<file path="src/rtl/tagged_fifo_pkg.sv">
// rtl/tagged_fifo_pkg.sv - level encoding and FSM state type for the tagged FIFO
package tagged_fifo_pkg;

    localparam logic LVL_L = 1'b0;
    localparam logic LVL_H = 1'b1;

    localparam int unsigned STATS_W = 8;

    typedef enum logic {
        RUN   = 1'b0,
        SCRUB = 1'b1
    } state_e;

endpackage

</file>
<file path="src/rtl/tagged_fifo_mem.sv">
// rtl/tagged_fifo_mem.sv - DEPTH x (WIDTH+1) storage, one write port with zero override, async read
module tagged_fifo_mem #(
    parameter int WIDTH = 4,
    parameter int DEPTH = 4,
    localparam int AW = $clog2(DEPTH)
) (
    input  logic          clk,
    input  logic          reset,
    input  logic          we_i,
    input  logic          zero_i,
    input  logic [AW-1:0] waddr_i,
    input  logic [WIDTH:0] wdata_i,
    input  logic [AW-1:0] raddr_i,
    output logic [WIDTH:0] rdata_o
);

    logic [WIDTH:0] mem_q [DEPTH];

    always_ff @(posedge clk) begin
        if (!reset) begin
            for (int i = 0; i < DEPTH; i++) begin
                mem_q[i] <= '0;
            end
        end else if (we_i) begin
            mem_q[waddr_i] <= zero_i ? '0 : wdata_i;
        end
    end

    assign rdata_o = mem_q[raddr_i];

endmodule

</file>
<file path="src/rtl/tagged_fifo.sv">
// rtl/tagged_fifo.sv - FWFT FIFO with per-entry security tag and scrub on clearance drop
// Optional scrub counter output enabled by TAGGED_FIFO_STATS_EN.
module tagged_fifo
    import tagged_fifo_pkg::*;
#(
    parameter int WIDTH = 4,
    parameter int DEPTH = 4
) (
    input  logic             clk,
    input  logic             reset,
    input  logic             in_valid,
    input  logic [WIDTH-1:0] in_data,
    input  logic             in_tag,
    output logic             in_ready,
    input  logic             out_clr,
    output logic             out_valid,
    output logic [WIDTH-1:0] out_data,
    output logic             out_tag,
    input  logic             out_ready,
`ifdef TAGGED_FIFO_STATS_EN
    output logic [STATS_W-1:0] scrub_cnt,
`endif
    output logic             busy
);

    localparam int AW = $clog2(DEPTH);
    localparam int CW = AW + 1;

    state_e          state_q, state_d;
    logic [AW-1:0]   rd_ptr_q, rd_ptr_d;
    logic [AW-1:0]   wr_ptr_q, wr_ptr_d;
    logic [AW-1:0]   scrub_idx_q, scrub_idx_d;
    logic [CW-1:0]   count_q, count_d;
    logic            clr_q;

    logic            run;
    logic            drop;
    logic            push;
    logic            pop;
    logic [WIDTH:0]  head;
    logic [AW-1:0]   scrub_addr;
    logic            mem_we;
    logic            mem_zero;
    logic [AW-1:0]   mem_waddr;

    assign run       = (state_q == RUN);
    assign drop      = clr_q && !out_clr;
    assign in_ready  = run && (count_q < CW'(DEPTH));
    assign out_valid = run && (count_q != '0) && ((head[WIDTH] == LVL_L) || (out_clr == LVL_H));
    assign out_data  = out_valid ? head[WIDTH-1:0] : '0;
    assign out_tag   = out_valid ? head[WIDTH] : LVL_L;
    assign busy      = (state_q == SCRUB);
    assign push      = in_valid && in_ready;
    assign pop       = out_valid && out_ready;

    // A drop mid-scrub restarts in the same cycle: that cycle already clears index 0.
    assign scrub_addr = drop ? '0 : scrub_idx_q;

    always_comb begin
        state_d     = state_q;
        rd_ptr_d    = rd_ptr_q;
        wr_ptr_d    = wr_ptr_q;
        count_d     = count_q;
        scrub_idx_d = scrub_idx_q;
        mem_we      = 1'b0;
        mem_zero    = 1'b0;
        mem_waddr   = wr_ptr_q;
        unique case (state_q)
            RUN: begin
                if (drop) begin
                    state_d     = SCRUB;
                    rd_ptr_d    = '0;
                    wr_ptr_d    = '0;
                    count_d     = '0;
                    scrub_idx_d = '0;
                end else begin
                    if (push) begin
                        mem_we   = 1'b1;
                        wr_ptr_d = wr_ptr_q + AW'(1);
                    end
                    if (pop) begin
                        rd_ptr_d = rd_ptr_q + AW'(1);
                    end
                    count_d = count_q + CW'(push) - CW'(pop);
                end
            end
            SCRUB: begin
                mem_we    = 1'b1;
                mem_zero  = 1'b1;
                mem_waddr = scrub_addr;
                if (scrub_addr == AW'(DEPTH - 1)) begin
                    state_d     = RUN;
                    scrub_idx_d = '0;
                end else begin
                    scrub_idx_d = scrub_addr + AW'(1);
                end
            end
        endcase
    end

    always_ff @(posedge clk) begin
        if (!reset) begin
            state_q     <= RUN;
            rd_ptr_q    <= '0;
            wr_ptr_q    <= '0;
            count_q     <= '0;
            scrub_idx_q <= '0;
            clr_q       <= 1'b0;
        end else begin
            state_q     <= state_d;
            rd_ptr_q    <= rd_ptr_d;
            wr_ptr_q    <= wr_ptr_d;
            count_q     <= count_d;
            scrub_idx_q <= scrub_idx_d;
            clr_q       <= out_clr;
        end
    end

    tagged_fifo_mem #(
        .WIDTH(WIDTH),
        .DEPTH(DEPTH)
    ) u_mem (
        .clk     (clk),
        .reset   (reset),
        .we_i    (mem_we),
        .zero_i  (mem_zero),
        .waddr_i (mem_waddr),
        .wdata_i ({in_tag, in_data}),
        .raddr_i (rd_ptr_q),
        .rdata_o (head)
    );

`ifdef TAGGED_FIFO_STATS_EN
    logic [STATS_W-1:0] scrub_cnt_q;

    always_ff @(posedge clk) begin
        if (!reset) begin
            scrub_cnt_q <= '0;
        end else if (drop && (scrub_cnt_q != '1)) begin
            scrub_cnt_q <= scrub_cnt_q + STATS_W'(1);
        end
    end

    assign scrub_cnt = scrub_cnt_q;
`endif

endmodule

</file>
<file path="config.mk">
export PLATFORM = sky130hd
export DESIGN_NAME = tagged_fifo
export DESIGN_NICKNAME = d
export VERILOG_FILES = /design/src/rtl/tagged_fifo_pkg.sv /design/src/rtl/tagged_fifo_mem.sv /design/src/rtl/tagged_fifo.sv
export SDC_FILE = /design/constraint.sdc
export NUM_CORES = 1
export LEC_CHECK = 0
export CORE_ASPECT_RATIO = 1.4
export CORE_MARGIN = 2
export CORE_UTILIZATION = 40
export CTS_CLUSTER_DIAMETER = 40
export DETAILED_ROUTE_END_ITERATION = 12
export PLACE_DENSITY = 0.71
export SKIP_CTS_REPAIR_TIMING = 1
export SLEW_MARGIN = 20
export SYNTH_ARGS = -nofsm -noshare
export SYNTH_HDL_FRONTEND = slang
export SYNTH_SLANG_ARGS = --single-unit
</file>
<file path="constraint.sdc">
create_clock -name clk -period 7.5 [get_ports clk]
set_clock_uncertainty 0.15 [all_clocks]
set_input_delay 1.875 -clock clk [delete_from_list [all_inputs] [get_ports clk]]
set_output_delay 1.875 -clock clk [all_outputs]
set_load 0.05 [all_outputs]
</file>
Word level (Yosys, flattened, before mapping)
Memories as Yosys holds them, arrays and structs flattened. A register that Yosys moved wholly into a read port is not among the register bits.
Index checks and enable logic that the tools add are counted.
{"block": "op_classes", "n_reduce_logical": 14, "n_eq_ne": 1, "muxes": 28, "magnitude_cmp": 1, "n_shift": 0, "addsub": 5, "n_mul": 0, "n_bitwise": 2, "div": 0}
{"op": "two-way mux 2 bit", "n": 10}
{"op": "two-way mux 1 bit", "n": 11}
{"op": "two-way mux 5 bit", "n": 2}
{"op": "adder 2 x 1 -> 2 bit, second input constant", "n": 3}
{"op": "logical AND 1 bit", "n": 6}
{"op": "OR reduction 5 bit", "n": 1}
{"op": "two-way mux 4 bit", "n": 1}
{"op": "one-hot mux 1 bit (2 select lines)", "n": 2}
{"op": "one-hot mux 2 bit (2 select lines)", "n": 1}
{"op": "AND reduction 2 bit", "n": 2}
{"op": "nonzero test 2 bit", "n": 2}
{"op": "adder 3 x 1 -> 3 bit", "n": 1}
{"op": "< comparator 3 bit, second input constant", "n": 1}
{"op": "two-way mux 3 bit", "n": 1}
{"op": "nonzero test 3 bit", "n": 1}
{"op": "subtractor 3 x 1 -> 3 bit", "n": 1}
{"op": "== test 2 bit, second input constant", "n": 1}
{"op": "inverter 1 bit", "n": 2}
{"op": "zero test 1 bit", "n": 1}
{"op": "logical OR 1 bit", "n": 1}
{"block": "word_totals", "ff_bits": 11, "mem_bits_rw": 20, "out_inout_bits": 8, "mem_count": 1, "latchBits": 0, "rom_bits": 0}
{"memory": "u_mem.mem_q", "words": 4, "word_bits": 5, "read_ports": 1, "rd_ports_with_merged_regs": 1, "wr": 4, "line_no": "tagged_fifo_mem.sv:17", "rtl": "logic [WIDTH:0] mem_q [DEPTH];"}

Depth between registers and ports, before layout
Gate-level depths: netlist of run 1.
{"block": "logic_depth", "depth_word": 11, "depth_mapped": 13, "ltp_nobuf": 12}

Hierarchy
A second synthesis of run 1 with hierarchy kept.
{"block": "unflattened", "hier_cells": 138, "area_unflattened_um2": 1586.5}
{"module": "tagged_fifo_mem", "instances": 1, "cells_each": 62, "area_per_inst_um2": 899.6}
{"module": "tagged_fifo", "instances": 1, "cells_each": 76, "area_per_inst_um2": 686.9}

Least setup slack after synthesis of run 1
Ideal clock, no wire load.
{"block": "synth_path", "kind": "input to output", "start": "in out_clr", "end": "out out_data[0]", "arrival_time_ns": 2.764, "t_required_ns": 5.475, "cell_stages": 4, "path_slack_ns": 2.711, "path_cell_list": "inv_1 > a211o_1 > clkinv_2 > and2_2"}
{"block": "synth_between", "elab_chain_len": 3}
{"item": "from (decl)", "line_no": "tagged_fifo.sv:15", "rtl": "input logic out_clr,"}
{"item": "logical OR 1 bit", "line_no": "tagged_fifo.sv:49", "rtl": "assign out_valid = run && (count_q != '0) && ((head[WIDTH] == LVL_L) || (out_clr == LVL_H));"}
{"item": "logical AND 1 bit", "line_no": "tagged_fifo.sv:49"}
{"item": "net out_valid", "line_no": "tagged_fifo.sv:16", "rtl": "output logic out_valid,"}
{"item": "two-way mux 4 bit", "line_no": "tagged_fifo.sv:50", "rtl": "assign out_data = out_valid ? head[WIDTH-1:0] : '0;"}
{"item": "to (decl)", "line_no": "tagged_fifo.sv:17", "rtl": "output logic [WIDTH-1:0] out_data,"}
The timed path passes the listed nets, and every way through them passes these cells.

Worst setup path in the final report of run 1
{"block": "layout_path", "start": "in out_clr", "end": "out out_data[0]"}
{"block": "layout_between", "elab_chain_len": 3}
{"item": "logical OR 1 bit", "line_no": "tagged_fifo.sv:49"}
{"item": "logical AND 1 bit", "line_no": "tagged_fifo.sv:49"}
{"item": "two-way mux 4 bit", "line_no": "tagged_fifo.sv:50"}
No other way between the ends.

==> key figures, run 1 <==
GRT
  – Initial antenna violation count: 0
  – GRT overflow: 0
  – First-pass GRT wire length: 4870 um
  – Pin count of the biggest net entering global routing: 23
  – Total global-route track usage: 14.0%
  – Vias in the first global route: 1070

Pwr
  – Clock Power Share: 21.6%
  – Switching Fraction: 35.9%
  – Power, Total: 0.571 mW
  – Worst vdd ir: 0.000217 V
  – Psw: 0.205 mW
  – P_leak: 0.744 nW
  – Internal power: 0.366 mW
  – Pwr dens: 303 mW/mm^2
  – Combinational power share: 37.7%
  – Flop pwr share: 40.7%

Setup path
  – WP data required: 5.48 ns
  – Reg-to-reg slack, setup: 4.29 ns
  – Crit path max fanout: 7
  – Crit path to: out_data[0]
  – Reg-to-reg endpoint: count_q[2]
  – Crit start category: input port
  – Register-to-Register Path Depth: 12
  – Arrival @ worst endpoint: 3.80 ns
  – CP Class: input port to output pin
  – Crit path from: out_clr
  – Worst Setup End Kind: output pin

Timing
  – Tmin final: 5.83 ns
  – Sum of negative setup slack: 0 ns
  – # setup viols final: 0
  – Period utilisation layout: 77.7%
  – Slew @ Worst Pin: 0.782 ns
  – RSZ-0062 raised after global routing: false
  – Slew Limit Fails: 0
  – Maximum clock frequency: 0.172 GHz
  – Final hold vios: 0
  – Slew margin rel.: 47.3%

Status
  – Outcome: complete, no violations

Logic synthesis
  – Top FF cell, synth: edfxtp_1
  – Main combinational cell family by area after synthesis: simple AND/OR/NAND/NOR gates
  – Post-synth EDFFs: 20
  – Post-Syn Nets: 156
  – Yosys Warn Count: 0
  – Yosys cell types: 41
  – Sequential share of the synthesized area: 53.4%
  – Post-Syn Instances: 142
  – Synth cell count leaders: nor2_1 (23), edfxtp_1 (20), dfxtp_1 (13), nand2_1 (13), inv_1 (11)
  – Count leader, synth: nor2_1
  – Mux cell area share after synthesis: 9.55%
  – #FFs+latches synth: 33
  – Asr flop ratio synth: 0%
  – Compound-Gate Fraction of Synth Area: 7.92%
  – Area contributors post-synth: edfxtp_1 (37%), dfxtp_1 (16%), mux4_1 (6.5%)
  – Post-synthesis simple-gate area fraction: 18.8%
  – Post-synth top area share: 37.3%
  – Yosys top cell by area: edfxtp_1
  – Mapped cell area: 0.00161 sq mm
  – Adder-cell area share of the yosys netlist: 3.57%
  – Mean Syn Cell Area: 11.3 sq um
  – Xor/xnor share of the synthesized area: 1.63%

Floorplanning
  – # rows: 27
  – Core region area: 0.00388 sq mm
  – Y dimension of the die: 79.1 um
  – Die Area: 0.00456 sq mm
  – I/O pins: 18
  – Die Wd: 57.6 um
  – Starting density of the core: 41.5%

Route
  – DRC Markers: 0
  – Via count: 1071
  – Drt initial violations: 30
  – Vias/cell: 5.28
  – Pre-antenna DRT Iters: 4
  – Routed WL: 2840 um
  – Post-DR wirelength/cell: 14.0 um
  – Post-DRT Antenna Nets: 0

Placement
  – IO Port Bufs: 17
  – Area after DPL: 0.00180 sq mm
  – Routability cong.: 0.765
  – Final HPWL DP: 2190 um

Run
  – Max-Cap Viols: 0

Cells and area
  – # diodes: 0
  – Final instance area: 0.00188 sq mm
  – Share of layout cells above drive strength 1: 12.5%
  – Post-layout net count: 173
  – Layout Area Growth over Synthesis: 16.8%

Clock tree
  – H-tree depth: 2
  – Clock buffer depth: 2
  – CTS buffer count: 5
  – Clock transition at path regs: 0.07 ns
  – CTS tree: yes
  – Worst-Skew Late Latency: 0.27 ns
  – Clock Root Buffer: clkbuf_8
  – Clk sinks: 33

Min path
  – Worst hold path class: flop to flop
==> cell usage in the layout (no fill, tap or decap), drive strengths merged, types with 2 or more instances in the layout <==
cell type,netlist,final
nor2,23,23
edfxtp,20,20
clkdlybuf4s50,0,17
nand2,13,13
dfxtp,13,13
inv,11,11
a21oi,7,7
and2,7,7
clkbuf,3,6
mux4,5,5
nor3,3,3
clkinv,1,3
nor2b,3,3
o21ai,3,3
ha,3,3
nand2b,2,2
xnor2,2,2
nor4,2,2
mux2,2,2
==> worst min path at each step <==
stage                     startpoint          to  slack [ns]  depth (start not counted)
after floorplan           count_q[0]  count_q[0]        0.30                          2
after global placement    count_q[0]  count_q[0]        0.31                          2
after detailed placement  count_q[0]  count_q[0]        0.32                          2
after CTS                 count_q[0]  count_q[0]        0.33                          2
after global routing      count_q[0]  count_q[0]        0.35                          2
final                     count_q[0]  count_q[0]        0.33                          2
==> power by group through the flow <==
stage | sequential, mW | clock [mW] | combinational [mW]
4_1_cts | 0.233 | 0.127 | 0.218
5_1_grt | 0.236 | 0.135 | 0.235
3_5_place_dp | 0.237 | 0 | 0.217
2_1_floorplan | 0.229 | 0 | 0.169
3_3_place_gp | 0.235 | 0 | 0.208
6_report | 0.232 | 0.123 | 0.215
==> cells by family after synthesis <==
group | count (synthesis)
mux | 7
compound gates | 18
buf+inv | 19
simple gates | 58
fa+ha+maj | 4
xor+xnor | 3
flops | 33
==> critical path, stage by stage <==
cell and delay [ns]:
clkdlybuf4s50_1 0.49, inv_1 0.06, a211o_1 0.32, clkinv_2 0.12, and2_2 0.14, clkdlybuf4s50_1 0.79
==> area by class of cell <==
cell class | count | area [sq um]
clock buffers | 6 | 72.6
clock inverters | 2 | 10.0
flip-flops and latches | 33 | 861
fillers | 356 | 2000
repair buffers | 17 | 170
multi-input cells | 90 | 668
well taps | 43 | 53.8
inverters | 12 | 46.3
==> metal layers <==
layer	global-route usage, %	up-vias	wire length (um)
met1	15.6	515	1130
met5	0	-	0
met4	5.81	0	48
met2	25.3	21	1550
li1	-	530	-
met3	2.93	5	105
==> flip-flops by register name, summed over array words and instances (netlist names), named ones only <==
name / count
busy: 1
scrub_idx_q: 2
rd_ptr_q: 2
wr_ptr_q: 2
clr_q: 1
count_q: 3
u_mem.mem_q: 20
==> per-stage QoR <==
step / hold slack (ns) / util, % / std cells / setup WS, ns
6_report: 0.331 / 48.4 / 203 / 1.67
5_1_grt: 0.351 / 48.4 / 203 / 1.57
3_5_place_dp: 0.321 / 46.3 / 195 / 1.66
3_3_place_gp: 0.313 / 46.3 / 195 / 1.70
2_1_floorplan: 0.300 / - / 142 / 2.71
4_1_cts: 0.331 / 48.4 / 203 / 1.65
(Power assumes the default switching activity.)
==> run 2, diff against run 1 <==
PLACE_DENSITY = 0.73   (was 0.71)
clock period = 5.34 ns   (was 7.5 ns; I/O delays follow)
==> key figures, run 2 (same netlist as run 1, synthesis figures left out) <==
Route
  – Vias/cell: 5.22 (-1.1%)
  – DRC Markers: 0 (unchanged)
  – Post-DR wirelength/cell: 14.7 um (+5.5%)
  – Via count: 1059 (-1.1%)
  – Drt initial violations: 30 (unchanged)
  – Routed WL: 2990 um (+5.5%)
  – Pre-antenna DRT Iters: 4 (unchanged)
  – Post-DRT Antenna Nets: 0 (unchanged)

Placement
  – IO Port Bufs: 17 (unchanged)
  – Final HPWL DP: 2270 um (+3.6%)
  – Routability cong.: 0.765 (about the same)

Clock tree
  – CTS buffer count: 5 (unchanged)
  – Clock Root Buffer: clkbuf_8
  – H-tree depth: 2 (unchanged)
  – CTS tree: yes
  – Clk sinks: 33 (unchanged)
  – Clock transition at path regs: 0.06 ns (about the same)
  – Clock buffer depth: 2 (unchanged)
  – Worst-Skew Late Latency: 0.29 ns (+0.02 ns)

Pwr
  – Flop pwr share: 40.4% (-0.3 points)
  – Psw: 0.296 mW (+44%)
  – Worst vdd ir: 0.000265 V (+22%)
  – Clock Power Share: 22.2% (+0.6 points)
  – P_leak: 0.744 nW (unchanged)
  – Pwr dens: 430 mW/mm^2 (+42%)
  – Switching Fraction: 36.5% (+0.65 points)
  – Internal power: 0.513 mW (+40%)
  – Combinational power share: 37.4% (-0.3 points)

Cells and area
  – Reg with most FFs: u_mem.mem_q
  – Largest register FFs: 20 (unchanged)
  – Share of layout cells above drive strength 1: 12.5% (unchanged)
  – Post-layout net count: 173 (unchanged)
  – # fillers: 352 (-1.1%)
  – # diodes: 0 (unchanged)
  – Layout Area Growth over Synthesis: 16.8% (unchanged)
  – Post-layout util: 48.4% (unchanged)
  – Most frequent cells in the layout: nor2_1 (23), edfxtp_1 (20), clkdlybuf4s50_1 (17)
  – Most common cell after layout, fill and taps aside: nor2_1
  – Largest regs: u_mem.mem_q (20), count_q (3)

Floorplanning
  – Die Wd: 57.6 um (unchanged)
  – Die Area: 0.00456 sq mm (unchanged)
  – # rows: 27 (unchanged)
  – Starting density of the core: 41.5% (unchanged)
  – Y dimension of the die: 79.1 um (unchanged)
  – Core region area: 0.00388 sq mm (unchanged)
  – I/O pins: 18 (unchanged)

Run
  – Max-Cap Viols: 0 (unchanged)

GRT
  – First-pass GRT wire length: 4950 um (+1.7%)
  – Vias in the first global route: 1092 (+2.1%)
  – Pin count of the biggest net entering global routing: 23 (unchanged)
  – Total global-route track usage: 14.7% (+0.69 points)
  – GRT overflow: 0 (unchanged)
  – Initial antenna violation count: 0 (unchanged)

Setup path
  – Crit path max fanout: 7 (unchanged)
  – Worst Setup End Kind: output pin
  – Crit path from: out_clr
  – Arrival @ worst endpoint: 3.27 ns (-0.53 ns)
  – CP Class: input port to output pin
  – Crit start category: input port
  – WP data required: 3.86 ns (-1.62 ns)

Timing
  – Final hold vios: 0 (unchanged)
  – Slew @ Worst Pin: 0.801 ns (+0.0189 ns)
  – Slew margin rel.: 46.1% (-1.3 points)
  – Maximum clock frequency: 0.210 GHz
  – Slew Limit Fails: 0 (unchanged)
  – Sum of negative setup slack: 0 ns (unchanged)
  – Hold Slack: 0.357 ns (+0.0260 ns)
  – Tmin final: 4.75 ns
  – RSZ-0062 raised after global routing: false
  – Period utilisation layout: 89.0%
  – # setup viols final: 0 (unchanged)

Min path
  – Worst hold path class: flop to flop
  – Min-delay src: count_q[0]

Status
  – Outcome: complete, no violations
-- run 2: cell counts in the layout (fill, tap and decap cells not counted) --
No cell type changed its count.
-- run 2: path summary, 6_finish.rpt --
path                                    to  slack, ns  cells after the start
worst max-delay path               out_tag       0.59                      6
worst min-delay path            count_q[0]       0.36                      2
worst max register to register  count_q[2]       2.12                     12
worst min register to register  count_q[0]       0.36                      2
-- run 2: metal layers --
metal / track usage (%) / vias up / wire (um)
met2: 26.1 / 20 / 1680
met4: 6.98 / 0 / 57
met5: 0 / - / 0
met3: 4.56 / 6 / 117
met1: 15.5 / 504 / 1130
li1: - / 529 / -
-- run 2: worst max-delay path, stage by stage --
cell and delay, ns:
clkdlybuf4s50_1 0.49, inv_1 0.06, a211o_1 0.32, clkinv_2 0.12, and2_2 0.15, clkdlybuf4s50_1 0.79
-- run 2: power groups by stage --
| stage | Sequential [mW] | Clock [mW] | Combinational (mW) |
|---|---|---|---|
| finish | 0.327 | 0.180 | 0.302 |
| global route | 0.331 | 0.193 | 0.332 |
| CTS | 0.327 | 0.183 | 0.306 |
| detailed placement | 0.332 | 0 | 0.304 |
| global placement | 0.329 | 0 | 0.293 |
| floorplan | 0.321 | 0 | 0.237 |
-- run 2: metrics by stage --
| step | power (mW) | worst slack [ns] | cells | area [sq um] |
|---|---|---|---|---|
| final | 0.809 | 0.588 | 203 | 1880 |
| after global routing | 0.855 | 0.490 | 203 | 1880 |
| after CTS | 0.815 | 0.581 | 203 | 1880 |
| after detailed placement | 0.637 | 0.582 | 195 | 1800 |
| after global placement | 0.621 | 0.611 | 195 | 1800 |
| after floorplan | 0.558 | 1.63 | 142 | 1610 |
-- run 2: area by class of cell --
| cell class | count | area (sq um) | share of cell area, % |
|---|---|---|---|
| timing repair buffer | 17 | 170 | 9.04 |
| clock inverter | 2 | 10.0 | 0.532 |
| clock buffer | 6 | 72.6 | 3.86 |
| tap | 43 | 53.8 | 2.86 |
| multi-input combinational | 90 | 668 | 35.5 |
| inverter | 12 | 46.3 | 2.46 |
| sequential | 33 | 861 | 45.7 |
==> run 3, diff against run 2 <==
CORE_UTILIZATION = 49   (was 40)
PLACE_DENSITY = 0.85   (was 0.73)
==> key figures, run 3 (same netlist as run 1, synthesis figures left out) <==
GRT
  – Total global-route track usage: 17.5% (+2.8 points)
  – Vias in the first global route: 1074 (-1.6%)
  – GRT overflow: 0 (unchanged)
  – Initial antenna violation count: 0 (unchanged)
  – Pin count of the biggest net entering global routing: 23 (unchanged)
  – First-pass GRT wire length: 4770 um (-3.6%)

Floorplanning
  – I/O pins: 18 (unchanged)
  – Die Wd: 52.5 um (-9.0%)
  – Die Area: 0.00377 sq mm (-17%)
  – Starting density of the core: 51.6% (+10 points)
  – Core region area: 0.00312 sq mm (-20%)
  – # rows: 24 (-11%)
  – Y dimension of the die: 71.9 um (-9.2%)

Setup path
  – Worst Path Buf+Inv: 4 (unchanged)
  – Reg-to-reg endpoint: count_q[2]
  – WP data required: 3.86 ns (about the same)
  – Crit path max fanout: 7 (unchanged)
  – Arrival @ worst endpoint: 3.26 ns (about the same)
  – Crit start category: input port
  – Max stage delay cell, worst path: clkdlybuf4s50_1
  – Crit-path most repeated cell: clkdlybuf4s50_1
  – Crit-path max cell delay: 0.79 ns (about the same)
  – Register-to-Register Path Depth: 12 (unchanged)
  – Crit path from: out_clr
  – Reg-to-reg slack, setup: 2.15 ns (+0.03 ns)
  – CP Class: input port to output pin
  – Crit-path cells: clkdlybuf4s50_1, inv_1, a211o_1, clkinv_2, and2_2, clkdlybuf4s50_1
  – Cell family with most CP delay: buffers and inverters
  – Worst Setup End Kind: output pin

Clock tree
  – H-tree depth: 2 (unchanged)
  – Clock transition at path regs: 0.06 ns (about the same)
  – Worst-Skew Late Latency: 0.28 ns (about the same)
  – Clock buffer depth: 2 (unchanged)
  – CTS buffer count: 5 (unchanged)
  – Clk sinks: 33 (unchanged)
  – Clock Root Buffer: clkbuf_8
  – CTS tree: yes

Route
  – Drt initial violations: 8 (-73%)
  – Vias/cell: 5.21 (-0.11%)
  – Post-DR wirelength/cell: 13.6 um (-7.9%)
  – Routed WL: 2700 um (-9.7%)
  – Pre-antenna DRT Iters: 4 (unchanged)
  – DRC Markers: 0 (unchanged)
  – Post-DRT Antenna Nets: 0 (unchanged)
  – Via count: 1037 (-2.1%)

Cells and area
  – Reg with most FFs: u_mem.mem_q
  – Layout Area Growth over Synthesis: 16.4%
  – Largest regs: u_mem.mem_q (20), count_q (3)
  – Final instance area: 0.00188 sq mm (-0.33%)
  – Most frequent cells in the layout: nor2_1 (23), edfxtp_1 (20), clkdlybuf4s50_1 (17)
  – Largest register FFs: 20 (unchanged)
  – Share of layout cells above drive strength 1: 11.9% (-0.63 points)
  – Most common cell after layout, fill and taps aside: nor2_1
  – # diodes: 0 (unchanged)
  – Post-layout net count: 173 (unchanged)

Status
  – Outcome: complete, no violations

Pwr
  – Worst vdd ir: 0.000355 V (+34%)
  – P_leak: 0.742 nW (-0.26%)
  – Pwr dens: 426 mW/mm^2 (-0.97%)

Min path
  – Worst hold path cell count: 2 (unchanged)
  – Worst Hold Path EP: count_q[0]
  – Min-delay src: count_q[0]
  – Worst hold path class: flop to flop

Timing
  – Slew margin rel.: 48.6% (+2.6 points)
  – Slew Limit Fails: 0 (unchanged)
  – Slew @ Worst Pin: 0.762 ns (-0.0383 ns)
  – RSZ-0062 raised after global routing: false
  – Sum of negative setup slack: 0 ns (unchanged)
  – Final hold vios: 0 (unchanged)
  – Period utilisation layout: 88.8% (-0.17 points)
  – Tmin final: 4.74 ns (-0.00907 ns)
  – Maximum clock frequency: 0.211 GHz (+0.19%)
  – # setup viols final: 0 (unchanged)

Placement
  – Final HPWL DP: 2080 um (-8.5%)
  – IO Port Bufs: 17 (unchanged)
  – Area after DPL: 0.00179 sq mm (-0.28%)
  – Routability cong.: 0.701 (-8.3%)

Run
  – Max-Cap Viols: 0 (unchanged)
==> run 3: changes by cell type in the layout (fill, tap and decap cells not counted), sizes merged <==
cell | previous run | this run
clkbuf | 6 | 5
clkinv | 3 | 4
==> run 3: cell type report <==
cell class,count,area [sq um]
well taps,39,48.8
flip-flops and latches,33,861
fillers,269,1250
clock buffers,5,68.8
repair buffers,17,170
inverters,12,46.3
clock inverters,3,12.5
multi-input cells,90,668
==> run 3: metrics by stage <==
step                      std cells  utilization, %  total power [mW]  setup slack, ns  hold WS, ns
after floorplan                 142               -             0.558             1.63        0.300
after CTS                       199            60.1             0.809            0.587        0.343
after global routing            199            60.1             0.849            0.490        0.375
final                           199            60.1             0.799            0.597        0.338
after global placement          191            57.5             0.619            0.615        0.307
after detailed placement        191            57.5             0.634            0.588        0.337
==> run 3: power breakdown <==
part | switching [mW] | total [mW] | internal, mW | leakage, nW
logic | 0.178 | 0.301 | 0.123 | 0.385
registers | 0.0245 | 0.325 | 0.300 | 0.314
clock network | 0.0855 | 0.173 | 0.0875 | 0.0430
total | 0.288 | 0.799 | 0.511 | 0.742
==> run 3: how the worst max path moves through the flow <==
stage,to,slack [ns],cells after the start
after floorplan,out_data[0],1.63,4
after detailed placement,out_data[1],0.59,6
after global routing,out_data[0],0.49,6
after global placement,out_data[2],0.62,6
after CTS,out_data[1],0.59,6
final,out_data[0],0.60,6
==> run 3: worst min-delay path: cells and delay by family (launching register included) <==
kind               cells  cell delay (ns)
AOI/OAI and AO/OA      1             0.05
DFF                    1             0.33
and+or+nand+nor        1             0.06
==> run 3: per-layer routing <==
metal | GRT usage (%) | wire length [um]
met3 | 5.00 | 90
met5 | 0 | 0
met2 | 29.3 | 1440
met1 | 19.3 | 1090
met4 | 10.3 | 78
